--- config.mk ---
export PLATFORM = sky130hd
export DESIGN_NAME = spi_transaction_sequencer
export DESIGN_NICKNAME = d
export VERILOG_FILES = /design/src/rtl/spi_pkg.sv /design/src/rtl/spi_seq_sync.sv /design/src/rtl/spi_transaction_sequencer.sv
export SDC_FILE = /design/constraint.sdc
export NUM_CORES = 1
export LEC_CHECK = 0
export CAP_MARGIN = 20
export CORE_MARGIN = 3
export CORE_UTILIZATION = 40
export DETAILED_ROUTE_END_ITERATION = 10
export HOLD_SLACK_MARGIN = 0.1
export PLACE_DENSITY = 0.78
export REMOVE_ABC_BUFFERS = 1
export SLEW_MARGIN = 0
export SYNTH_ARGS = -nofsm -noshare
export SYNTH_HDL_FRONTEND = slang
export SYNTH_SLANG_ARGS = --single-unit
--- constraint.sdc ---
create_clock -name clk_i -period 2.48 [get_ports clk_i]
set_clock_uncertainty 0.15 [all_clocks]
set_input_delay 0.496 -clock clk_i [delete_from_list [all_inputs] [get_ports clk_i]]
set_output_delay 0.496 -clock clk_i [all_outputs]
set_load 0.05 [all_outputs]
--- src/rtl/spi_pkg.sv ---
// Shared types and constants for the SPI transaction sequencer.
package spi_pkg;

  localparam int unsigned SPI_MAX_BYTES        = 4;
  localparam int unsigned SPI_CNT_W            = 3;
  localparam int unsigned SPI_DATA_W           = 32;
  localparam int unsigned SPI_DRAIN_MIN_CYCLES = 16;

  typedef enum logic [1:0] {
    IDLE  = 2'd0,
    RUN   = 2'd1,
    DRAIN = 2'd2,
    RESP  = 2'd3
  } seq_state_e;

  typedef struct packed {
    logic [SPI_DATA_W-1:0] wdata;
    logic [SPI_CNT_W-1:0]  nbytes;
  } spi_cmd_t;

  typedef struct packed {
    logic [SPI_DATA_W-1:0] rdata;
    logic                  error;
  } spi_rsp_t;

  // Keeps the low nbytes bytes of a word, zeroes the rest.
  function automatic logic [SPI_DATA_W-1:0] byte_mask(input logic [SPI_CNT_W-1:0] nbytes);
    logic [SPI_DATA_W-1:0] m;
    m = '0;
    for (int unsigned i = 0; i < SPI_DATA_W / 8; i++) begin
      if (i < 32'(nbytes)) m[8*i +: 8] = 8'hFF;
    end
    return m;
  endfunction

endpackage

--- src/rtl/spi_seq_sync.sv ---
// Two-flop synchroniser for the controller fill level plus a stable-value detector.
module spi_seq_sync
  import spi_pkg::*;
(
  input  logic                 clk,
  input  logic                 rstn,
  input  logic [SPI_CNT_W-1:0] async_cnt,
  output logic [SPI_CNT_W-1:0] sync_cnt,
  output logic                 stable_c
);

  logic [SPI_CNT_W-1:0] meta_q;
  logic [SPI_CNT_W-1:0] prev_q;

  always_ff @(posedge clk) begin
    if (!rstn) begin
      meta_q   <= '0;
      sync_cnt <= '0;
      prev_q   <= '0;
    end else begin
      meta_q   <= async_cnt;
      sync_cnt <= meta_q;
      prev_q   <= sync_cnt;
    end
  end

  // Nonzero and unchanged over two consecutive cycles.
  assign stable_c = (sync_cnt == prev_q) && (sync_cnt != '0);

endmodule

--- src/rtl/spi_transaction_sequencer.sv ---
// Command/response sequencer in front of the SPI master controller.
// Optional watchdog over RUN+DRAIN is built when SPI_SEQ_TIMEOUT_EN is defined.
module spi_transaction_sequencer
  import spi_pkg::*;
#(
  parameter int unsigned MAX_BYTES        = SPI_MAX_BYTES,
  parameter int unsigned DRAIN_MIN_CYCLES = SPI_DRAIN_MIN_CYCLES,
  parameter int unsigned TIMEOUT_CYCLES   = 4096
) (
  input  logic                  clk_i,
  input  logic                  rstn_i,
  input  logic                  cmd_valid_i,
  output logic                  cmd_ready_o,
  input  logic [SPI_DATA_W-1:0] cmd_wdata_i,
  input  logic [SPI_CNT_W-1:0]  cmd_nbytes_i,
  output logic                  rsp_valid_o,
  input  logic                  rsp_ready_i,
  output logic [SPI_DATA_W-1:0] rsp_rdata_o,
  output logic                  rsp_error_o,
  output logic                  busy_o,
  output logic                  spi_enable_o,
  output logic [SPI_DATA_W-1:0] spi_write_data_o,
  output logic [SPI_CNT_W-1:0]  spi_write_bytes_valid_o,
  input  logic [SPI_DATA_W-1:0] spi_read_data_i,
  input  logic [SPI_CNT_W-1:0]  spi_read_bytes_valid_i
);

  localparam int unsigned DRAIN_W = $clog2(DRAIN_MIN_CYCLES + 1);
  localparam logic [DRAIN_W-1:0] DRAIN_LAST = DRAIN_W'(DRAIN_MIN_CYCLES - 1);

  // Parameter sanity check.
  if (TIMEOUT_CYCLES == 0) begin : g_tmo_param_check
    $error("TIMEOUT_CYCLES must be nonzero");
  end

`ifdef SPI_SEQ_TIMEOUT_EN
  localparam int unsigned TMO_W = $clog2(TIMEOUT_CYCLES + 1);
  localparam logic [TMO_W-1:0] TMO_LAST = TMO_W'(TIMEOUT_CYCLES - 1);
  localparam logic [TMO_W-1:0] TMO_MAX  = TMO_W'(TIMEOUT_CYCLES);

  logic [TMO_W-1:0] tmo_q, tmo_d;
`endif

  seq_state_e           state_q, state_d;
  spi_cmd_t             cmd_q, cmd_d;
  spi_rsp_t             rsp_q, rsp_d;
  logic [DRAIN_W-1:0]   drain_q, drain_d;
  logic                 enable_d, valid_d, ready_d, busy_d;
  logic                 count_ok;
  logic                 tmo_hit;
  logic [SPI_CNT_W-1:0] sync_cnt;
  logic                 read_stable;

  spi_seq_sync u_sync (
    .clk       (clk_i),
    .rstn      (rstn_i),
    .async_cnt (spi_read_bytes_valid_i),
    .sync_cnt  (sync_cnt),
    .stable_c  (read_stable)
  );

  assign count_ok = (cmd_nbytes_i != '0) && (32'(cmd_nbytes_i) <= MAX_BYTES);

  // State and registered outputs.
  always_ff @(posedge clk_i) begin
    if (!rstn_i) begin
      state_q      <= IDLE;
      cmd_q        <= '0;
      rsp_q        <= '0;
      drain_q      <= '0;
      spi_enable_o <= 1'b0;
      rsp_valid_o  <= 1'b0;
      cmd_ready_o  <= 1'b1;
      busy_o       <= 1'b0;
`ifdef SPI_SEQ_TIMEOUT_EN
      tmo_q        <= '0;
`endif
    end else begin
      state_q      <= state_d;
      cmd_q        <= cmd_d;
      rsp_q        <= rsp_d;
      drain_q      <= drain_d;
      spi_enable_o <= enable_d;
      rsp_valid_o  <= valid_d;
      cmd_ready_o  <= ready_d;
      busy_o       <= busy_d;
`ifdef SPI_SEQ_TIMEOUT_EN
      tmo_q        <= tmo_d;
`endif
    end
  end

  // Next state, payload and output values.
  always_comb begin
    state_d = state_q;
    cmd_d   = cmd_q;
    rsp_d   = rsp_q;
    drain_d = drain_q;

`ifdef SPI_SEQ_TIMEOUT_EN
    tmo_d   = tmo_q;
    tmo_hit = 1'b0;
    if (state_q == RUN || state_q == DRAIN) begin
      tmo_hit = (tmo_q == TMO_LAST);
      if (tmo_q != TMO_MAX) tmo_d = tmo_q + TMO_W'(1);
    end
`else
    tmo_hit = 1'b0;
`endif

    case (state_q)
      IDLE: begin
        if (cmd_valid_i && cmd_ready_o) begin
          if (count_ok) begin
            cmd_d   = '{wdata: cmd_wdata_i, nbytes: cmd_nbytes_i};
            rsp_d   = '0;
            state_d = RUN;
`ifdef SPI_SEQ_TIMEOUT_EN
            tmo_d   = '0;
`endif
          end else begin
            rsp_d   = '{rdata: '0, error: 1'b1};
            state_d = RESP;
          end
        end
      end

      RUN: begin
        if (tmo_hit) begin
          rsp_d   = '{rdata: '0, error: 1'b1};
          drain_d = '0;
          state_d = DRAIN;
        end else if (read_stable && sync_cnt == cmd_q.nbytes) begin
          rsp_d   = '{rdata: spi_read_data_i & byte_mask(cmd_q.nbytes), error: 1'b0};
          drain_d = '0;
          state_d = DRAIN;
        end
      end

      DRAIN: begin
        // Bytes the controller finishes after enable falls are ignored here.
        if (drain_q != DRAIN_LAST) drain_d = drain_q + DRAIN_W'(1);
        if (tmo_hit) begin
          rsp_d   = '{rdata: '0, error: 1'b1};
          state_d = RESP;
        end else if (sync_cnt == '0 && drain_q == DRAIN_LAST) begin
          state_d = RESP;
        end
      end

      RESP: begin
        if (rsp_ready_i) state_d = IDLE;
      end

      default: state_d = IDLE;
    endcase

    enable_d = (state_d == RUN);
    valid_d  = (state_d == RESP);
    ready_d  = (state_d == IDLE);
    busy_d   = (state_d != IDLE);
  end

  assign rsp_rdata_o             = rsp_q.rdata;
  assign rsp_error_o             = rsp_q.error;
  assign spi_write_data_o        = cmd_q.wdata;
  assign spi_write_bytes_valid_o = cmd_q.nbytes;

endmodule

# ---- After elaboration in Yosys (flattened, before gate mapping)
# Index checks and enable logic that the tools add are counted.
dict set report classes {
  addsub 1
  magnitude_cmp 5
  n_eq_ne 12
  muxes 25
  n_bitwise 1
  n_reduce_logical 16
}
# op n
set ops {}
lappend ops {{two-way mux 8 bit} 12}
lappend ops {{two-way mux 33 bit} 2}
lappend ops {{case mux 33 bit (2 select lines)} 1}
lappend ops {{AND 32 bit} 1}
lappend ops {{two-way mux 2 bit} 5}
lappend ops {{two-way mux 5 bit} 2}
lappend ops {{case mux 5 bit (2 select lines)} 1}
lappend ops {{AND reduction 3 bit} 3}
lappend ops {{case mux 2 bit (4 select lines)} 1}
lappend ops {{== test 2 bit, second input constant} 3}
lappend ops {{== test 3 bit} 2}
lappend ops {{< comparator 1 x 3 -> 1 bit, first input constant} 2}
lappend ops {{< comparator 2 x 3 -> 1 bit, first input constant} 2}
lappend ops {{!= test 2 bit, second input constant} 3}
lappend ops {{nonzero test 2 bit} 3}
lappend ops {{nonzero test 3 bit} 2}
lappend ops {{adder 5 x 1 -> 5 bit, second input constant} 1}
lappend ops {{== test 5 x 4 -> 1 bit, second input constant} 1}
lappend ops {{logical AND 1 bit} 5}
lappend ops {{!= test 5 x 4 -> 1 bit, second input constant} 1}
lappend ops {{== test 2 x 1 -> 1 bit, second input constant} 2}
lappend ops {{logical NOT 2 bit} 2}
lappend ops {{less-or-equal comparator 3 bit, second input constant} 1}
lappend ops {{logical NOT 3 bit} 1}
lappend ops {{two-way mux 1 bit} 1}
dict set report totals {
  reg_bits 88
  in_bits 74
  output_inout_bits 72
  elab_cells 73
}

# ---- Depth between registers and ports, before layout
# Gate-level depths: netlist (run 1).
dict set report depth {
  depth_word 8
  ltp_mapped 8
  ltp_nobuf 8
}

# ---- Cells and area by module
# From an unflattened synthesis (run 1), not the netlist that was laid out.
dict set report unflattened {
  cells_unflattened 380
  hier_area_um2 3343.2
}
# mod n_inst cells_per_inst area_per_inst_um2 seq_area_each_um2
set by_module_without_submodules {}
lappend by_module_without_submodules {spi_transaction_sequencer 1 357 3061.7 1581.5}
lappend by_module_without_submodules {spi_seq_sync 1 23 281.5 180.2}

# ---- Least setup slack after synthesis (run 1)
# No wires, ideal clock.
dict set report synth_path {
  path_type {flip-flop to flip-flop}
  start {register cmd_q (netlist bit spi_write_bytes_valid_o[1])}
  end {register rsp_q (netlist bit rsp_rdata_o[10])}
  setup_time_ns 0.117
  t_arrival_ns 1.737
  t_required_ns 2.213
  setup_slack_ns 0.476
  path_stages_with_launch 7
  path_buffers 1
  synth_period_minus_slack_ns 2.004
  cell_sequence {dfxtp_1 -> or3_1 -> o21a_4 -> nor2_4 -> o21ai_2 -> buf_6 -> a22o_1}
}
dict set report synth_via {
  elab_chain_cells 7
  elab_cells_between_ends 11
  cone_classes {order compare: 1; eq/ne: 2; mux: 5; bitwise: 1; reduce/logical: 2}
}
# item line_no
set synth_rtl {}
lappend synth_rtl {{start, declared} spi_transaction_sequencer.sv:45} ;# spi_cmd_t cmd_q, cmd_d;
lappend synth_rtl {{start signal, assigned} spi_transaction_sequencer.sv:80} ;# cmd_q <= cmd_d;
lappend synth_rtl {{< comparator 1 x 3 -> 1 bit} spi_pkg.sv:31} ;# if (i < 32'(nbytes)) m[8*i +: 8] = 8'hFF;
lappend synth_rtl {{two-way mux 8 bit} spi_pkg.sv:31}
lappend synth_rtl {{two-way mux 8 bit} spi_transaction_sequencer.sv:133} ;# end else if (read_stable && sync_cnt == cmd_q.nbytes) begin
lappend synth_rtl {{two-way mux 8 bit} spi_transaction_sequencer.sv:111} ;# case (state_q)
lappend synth_rtl {{AND 32 bit} spi_transaction_sequencer.sv:134} ;# rsp_d = '{rdata: spi_read_data_i & byte_mask(cmd_q.nbytes), error: 1'b0};
lappend synth_rtl {{two-way mux 33 bit} spi_transaction_sequencer.sv:133}
lappend synth_rtl {{case mux 33 bit (2 select lines)} spi_transaction_sequencer.sv:111}
lappend synth_rtl {{end signal, assigned} spi_transaction_sequencer.sv:81} ;# rsp_q <= rsp_d;
lappend synth_rtl {{end, declared} spi_transaction_sequencer.sv:46} ;# spi_rsp_t rsp_q, rsp_d;
# Parallel ways exist; a longest one is shown, timed or not. The select of a mux whose other input is x is not followed.
# A chain may end at the register's enable or synchronous reset.

# ---- Worst setup path after layout (run 1)
dict set report layout_path {
  start {register cmd_q (netlist bit spi_write_bytes_valid_o[1])}
  end {output port spi_write_bytes_valid_o[1]}
}
# item line_no
set layout_rtl {}
lappend layout_rtl {{end, declared} spi_transaction_sequencer.sv:23} ;# output logic [SPI_CNT_W-1:0] spi_write_bytes_valid_o,
# No word-level cell between the ends.

==> metrics.csv, run 1 <==
metric,value,unit
outcome,finished clean,
vias,2760,
drtPass1Iterations,4,
layout_min_cycle_time,2.26,ns
hp-class,reg -> reg,
area_growth,55.3,%
placed_cell_area,0.00464,mm²
clk_latency,0.34,ns
place_hpwl,6010,µm
p_clk_frac,0.281,
async_reset_ff_frac,0,
power_leakage,1.77,nW
r2r-start,state_q[0]$_SDFF_PN0_,
grt_pass1_vias,2725,
vdd_drop_max,0.281,mV
cts_resized,0,
cts_made_buffers,9,
dp_slack,0.277,ns
start_util,0.421,
synth-compound-area-share,0.196,
synth_top_family_by_area,compound AO/OA/AOI/OAI gates,
drv_slew,0,
core_area,0.00737,mm²
grt_pass1_wl,12900,µm
switching_power,923,µW
drc,0,
worstMarginPinSlew,0.542,ns
synth_flop_cell,dfxtp_1,
clkTransAtPathRegs,0.08,ns
yosys.cell_types.count,34,
cp_slowest_cell,clkdlybuf4s50_1,
hold_start,u_sync.meta_q[0]$_SDFF_PN0_,
p_comb_frac,0.222,
io_pins,146,
antennaDiodeCount,0,
path_class,reg -> out,
cp.required,1.83,ns
core.rowCount,31,
gr-total-overflow,0,
crit_chain,clkdlybuf4s50_1,
fmax,442,MHz
arrival,1.61,ns
critical_path_peak_fanout,6,
intPower,2.15,mW
synth_mux_area_frac,0,
synth_seq_cells,88,
grt_setup_unrepaired,no,
final_hold_viol_count,0,
gp_congestion,0.674,
yosysTopAreaCell,dfxtp_1,
synth_area,0.00310,mm²
switching_share,0.301,
seq_power_share,0.497,
synth_fa_ha_area_frac,0.00807,
drive_gt1_frac,0.0658,
yosys.area_share.simple,0.178,
grt_max_degree,36,
period_share,0.911,
postCtsHoldBufs,0,
die_area,0.00885,mm²
fin_ws,0.220,ns
ant_nets,0,
grt_use_total,0.184,
h-tree-depth,3,
clock_sinks,88,
synth-seq-area-share,0.568,
drt_iter0_markers,82,
nets,543,
cp-start-kind,flop,
synth_top_cell_area_share,0.568,
syn_avg_cell_area,9.63,µm²
synthTopCellsByArea,"dfxtp_1 (57%), nand2_1 (9.9%), a22o_1 (6.8%)",
powerDensity,638,mW/mm²
die_y,94.1,µm
stdcell_area,0.00482,mm²
cp_top_family,buffers and inverters,
maxSlewHeadroom,0.638,
cts_tree,done,
wire_per_inst,14.0,µm
worstSetupStartpoint,spi_write_bytes_valid_o[1]$_SDFFE_PN0P_,
clockBufferDepth,2,
setup_viol,0,
cp_slowest_stage_delay,0.85,ns
port_buffers,145,
syn_inst,322,
ys.warnings.count,0,
synth-xor-area-share,0.00847,
drt-total-wl,7970,µm
antenna_found_initial,0,
cp_num_buf_inv,1,
maxCapViolations,0,
cts_setup_buffers,0,
cts_root_buf,clkbuf_8,
via_per_inst,4.84,
die_x,94.1,µm
worstSetupEndpointType,output pin,
synth-edff-count,0,
==> logic make-up after synthesis <==
| kind of cell | count (synthesis) |
|---|---|
| and+or+nand+nor | 121 |
| DFF | 88 |
| AOI/OAI and AO/OA | 83 |
| buffers and inverters | 25 |
| xor gates and xnor gates | 3 |
| adders and majority gates | 2 |
==> cell type report <==
class / count / area (µm²)
fill: 615 / 2550
timing repair buffer: 154 / 1530
inverter: 5 / 18.8
sequential: 88 / 1760
clock inverter: 4 / 31.3
multi-input combinational: 209 / 1210
clock buffer: 11 / 141
tap: 99 / 124
==> power groups by stage <==
stage | Sequential [mW] | Combinational, mW | Clock, mW
5_1_grt | 1.54 | 0.730 | 0.954
4_1_cts | 1.53 | 0.688 | 0.894
3_5_place_dp | 1.56 | 0.685 | 0
6_report | 1.53 | 0.681 | 0.863
3_3_place_gp | 1.56 | 0.680 | 0
2_1_floorplan | 1.74 | 0.191 | 0
==> state kept, by name (all words and copies together) (netlist names) <==
name and cells:
drain_q 5, u_sync.prev_q 3, rsp_error_o 1, busy_o 1
spi_enable_o 1, rsp_rdata_o 32, state_q 2, spi_write_data_o 32
spi_write_bytes_valid_o 3, u_sync.sync_cnt 3, cmd_ready_o 1, rsp_valid_o 1
u_sync.meta_q 3
==> path summary, 6_finish.rpt <==
kind	to	slack, ns	cells past startpoint
max	spi_write_bytes_valid_o[1]	0.22	1
min	u_sync.sync_cnt[0]$_SDFF_PN0_	0.29	1
min reg2reg	u_sync.sync_cnt[0]$_SDFF_PN0_	0.29	1
max reg2reg	rsp_rdata_o[24]$_SDFFE_PN0P_	0.47	5
==> synthesized netlist by cell type, types with 2 or more instances <==
library cell and number:
dfxtp_1 88, nand2_1 82, a21oi_1 37, a22o_1 24, and2_1 13, clkbuf_1 11
a32o_1 9, nor2_1 9, buf_2 5, inv_1 5, buf_6 4, and3_1 3
nand3_1 3, nor3_1 3, ha_1 2, nor2b_1 2, o21a_4 2, o21ai_1 2
or3_1 2, xor2_1 2
==> cells in the final DEF, fill, tap and decap left out, drive strengths merged <==
cell           synthesis  routed
a21o                   1       1
a21oi                 37      37
a221o                  1       1
a22o                  24      24
a32o                   9       9
and2                  13      13
and3                   3       3
buf                    9      10
clkbuf                11      11
clkdlybuf4s50          0     144
clkinv                 0       1
clkinvlp               0       3
dfxtp                 88      88
ha                     2       2
inv                    5       5
nand2                 82      82
nand3                  3       3
nand4                  1       1
nor2                  10      10
nor2b                  2       2
nor3                   4       4
nor4                   1       1
o21a                   2       2
o21ai                  3       3
o22a                   1       1
o22ai                  2       2
o2bb2ai                1       1
o311a                  1       1
o32ai                  1       1
or3                    2       2
xnor2                  1       1
xor2                   2       2
==> per-stage QoR <==
step | std cells | hold slack [ns] | total power [mW] | setup TNS, ns | utilization
floorplan | 302 | 0.262 | 1.94 | -1.45 | -
detailed placement | 555 | 0.267 | 2.25 | 0 | 0.630
finish | 570 | 0.286 | 3.07 | 0 | 0.653
global route | 570 | 0.303 | 3.22 | 0 | 0.653
CTS | 570 | 0.287 | 3.11 | 0 | 0.653
global placement | 555 | 0.267 | 2.24 | 0 | 0.630
==> routing by layer <==
metal / share of wire / global-route usage / vias to the layer above
li1: - / - / 1392
met1: 0.43 / 0.218 / 1246
met2: 0.45 / 0.302 / 113
met3: 0.11 / 0.0641 / 9
met4: 0.016 / 0.0782 / 0
met5: 0 / 0 / -
Power figures use the tool's default switching activity.
==> run 2: changes to the inputs <==
--- a/config.mk
+++ b/config.mk
@@ -5,12 +5,13 @@
 export SDC_FILE = /design/constraint.sdc
 export NUM_CORES = 1
 export LEC_CHECK = 0
+export ABC_AREA = 1
 export CAP_MARGIN = 20
 export CORE_MARGIN = 3
 export CORE_UTILIZATION = 40
 export DETAILED_ROUTE_END_ITERATION = 10
 export HOLD_SLACK_MARGIN = 0.1
-export PLACE_DENSITY = 0.78
+export PLACE_DENSITY = 0.74
 export REMOVE_ABC_BUFFERS = 1
 export SLEW_MARGIN = 0
 export SYNTH_ARGS = -nofsm -noshare
==> run 2 against run 1 <==
  * Area after synthesis rose by 20%
  * Final area up 13%
  * Sequential share of layout area fell by 4.1 points
  * Core utilization shrank 4.4 points
  * Routed wire length increased by 24%
  * Die area grew 19%
  * Non-clock buffer count fell by 4
  * Power up 45%
  * Global-route usage rose by 0.26 points
  * Worst hold slack got worse by 0.022 ns
  * Flip-flop and latch count unchanged
  * Synthesized cell count up 59%
  * Largest cell class unchanged
  * Highest routed layer unchanged
==> metrics.csv, run 2 <==
metric,value,unit
outcome,finished clean,
drc,0,
synth_top_cell_area_share,0.474,
dpl.cell_count,742,
die_y,102,µm
syn_avg_cell_area,7.25,µm²
die_area,0.0105,mm²
cts_root_buf,clkbuf_8,
synth-edff-count,0,
r2r-start,spi_write_bytes_valid_o[0]$_SDFFE_PN0P_,
rr_endpoint,rsp_rdata_o[17]$_SDFFE_PN0P_,
final_common_cell,clkdlybuf4s50_1,
crit_chain,clkdlybuf4s50_1,
path_class,reg -> out,
hold_start,u_sync.meta_q[0]$_SDFF_PN0_,
cp.required,1.83,ns
cts_resized,0,
place_hpwl,6900,µm
synthTopCellsByArea,"dfxtp_1 (47%), nor2_1 (13%), nand2_1 (6.8%)",
die_x,102,µm
yosys-top-cells-count,"nor2_1 (132), dfxtp_1 (88), nand2_1 (67)",
postCtsHoldBufs,0,
drv_slew,0,
worst-r2r-cell-count,8,
clk_latency,0.34,ns
synth-seq-area-share,0.474,
whs_path_depth,2,
grt_pass1_vias,3373,
vias,3638,
reg2reg_slack,0.51,ns
grt_use_total,0.187,
final_hold_viol_count,0,
period_share,0.948,
gp_congestion,0.805,
drt_iter0_markers,123,
vdd_drop_max,0.373,mV
antennaDiodeCount,0,
drt-total-wl,9850,µm
hp-class,reg -> reg,
start_util,0.418,
grt_max_degree,82,
antenna_found_initial,0,
wire_per_inst,13.0,µm
ant_nets,0,
final_cell_mix,"clkdlybuf4s50_1 (144), nor2_1 (132), dfxtp_1 (88), nand2_1 (67), inv_1 (48)",
yosysTopAreaCell,dfxtp_1,
cts_tree,done,
synth_flop_cell,dfxtp_1,
area_growth,45.8,%
cp_top_family,buffers and inverters,
critical_path_peak_fanout,6,
cp-start-kind,flop,
io_pins,146,
cts_made_buffers,9,
nets,721,
cp_slowest_cell,clkdlybuf4s50_1,
layout_min_cycle_time,2.35,ns
core.rowCount,34,
grt_pass1_wl,15700,µm
worstSetupEndpointType,output pin,
maxSlewHeadroom,0.548,
via_per_inst,4.80,
synth_seq_cells,88,
power_leakage,2.44,nW
clkTransAtPathRegs,0.09,ns
cts_setup_buffers,0,
synth_area,0.00372,mm²
clockBufferDepth,2,
fmax,425,MHz
gr-total-overflow,0,
worstMarginPinSlew,0.674,ns
maxCapViolations,0,
cp_num_buf_inv,1,
cp_slowest_stage_delay,0.87,ns
ys.warnings.count,0,
async_reset_ff_frac,0,
core_area,0.00889,mm²
hold-path-endpoint,u_sync.sync_cnt[0]$_SDFF_PN0_,
drive_gt1_frac,0.0492,
port_buffers,145,
powerDensity,824,mW/mm²
instances_no_fill,758,
h-tree-depth,3,
worstSetupStartpoint,spi_write_bytes_valid_o[0]$_SDFFE_PN0P_,
grt_setup_unrepaired,no,
arrival,1.71,ns
synth.most_common_cell,nor2_1,
setup_viol,0,
drtPass1Iterations,4,
timing.hold.ws,0.264,ns
clock_sinks,88,
syn_inst,513,
yosys.cell_types.count,25,
## run 2: how the worst max path moves through the flow
stage | endpoint | cells after the start
2_1_floorplan | spi_write_bytes_valid_o[2]$_SDFFE_PN0P_ | 5
3_3_place_gp | spi_write_bytes_valid_o[2]$_SDFFE_PN0P_ | 7
3_5_place_dp | spi_write_bytes_valid_o[2]$_SDFFE_PN0P_ | 7
4_1_cts | spi_write_bytes_valid_o[0] | 1
5_1_grt | spi_write_bytes_valid_o[0] | 1
6_report | spi_write_bytes_valid_o[0] | 1
## run 2: power by group
group	leakage [nW]	internal (mW)	switching, mW
logic	1.62	0.635	1.13
registers	0.722	1.61	0.106
clock network	0.0933	0.472	0.507
## run 2: through the flow
stage	util	setup slack [ns]	cell area (µm²)	total power, mW	setup TNS [ns]
4_1_cts	0.609	0.120	5420	4.51	0
3_5_place_dp	0.588	0.239	5220	3.52	0
6_report	0.609	0.129	5420	4.46	0
5_1_grt	0.609	0.0852	5420	4.72	0
2_1_floorplan	-	-0.690	3580	2.88	-20.88
3_3_place_gp	0.588	0.277	5220	3.49	0
## run 2: cell type report
class	count	area [µm²]
Fill cell	808	3470
Sequential cell	88	1760
Multi-Input combinational cell	344	1620
Timing Repair Buffer	150	1510
Inverter	52	195
Tap cell	108	135
Clock buffer	10	128
Clock inverter	6	67.6
## run 2: worst reg2reg max path, cell delays in order, from the launching register on
cell	delay [ns]
dfxtp_1	0.50
nand3_1	0.12
nand2_1	0.08
nand2_1	0.06
nor2_1	0.11
nand2_2	0.31
buf_12	0.31
a21oi_1	0.15
nor2_1	0.06
## run 2: logic make-up (layout without fill, tap and decap cells)
kind of cell	after synthesis	in the layout	synth area share
and+or+nand+nor	258	258	0.310
DFF	88	88	0.474
AOI/OAI and AO/OA	83	83	0.118
xor gates and xnor gates	1	1	0.00236
adders and majority gates	2	2	0.00673
buffers and inverters	81	218	0.0895
## run 2: per-layer routing
metal	vias to the layer above	track usage	wire (µm)
met4	0	0.0494	51
li1	1877	-	-
met2	119	0.293	4420
met1	1636	0.234	4370
met3	6	0.0840	1000
met5	-	0	0
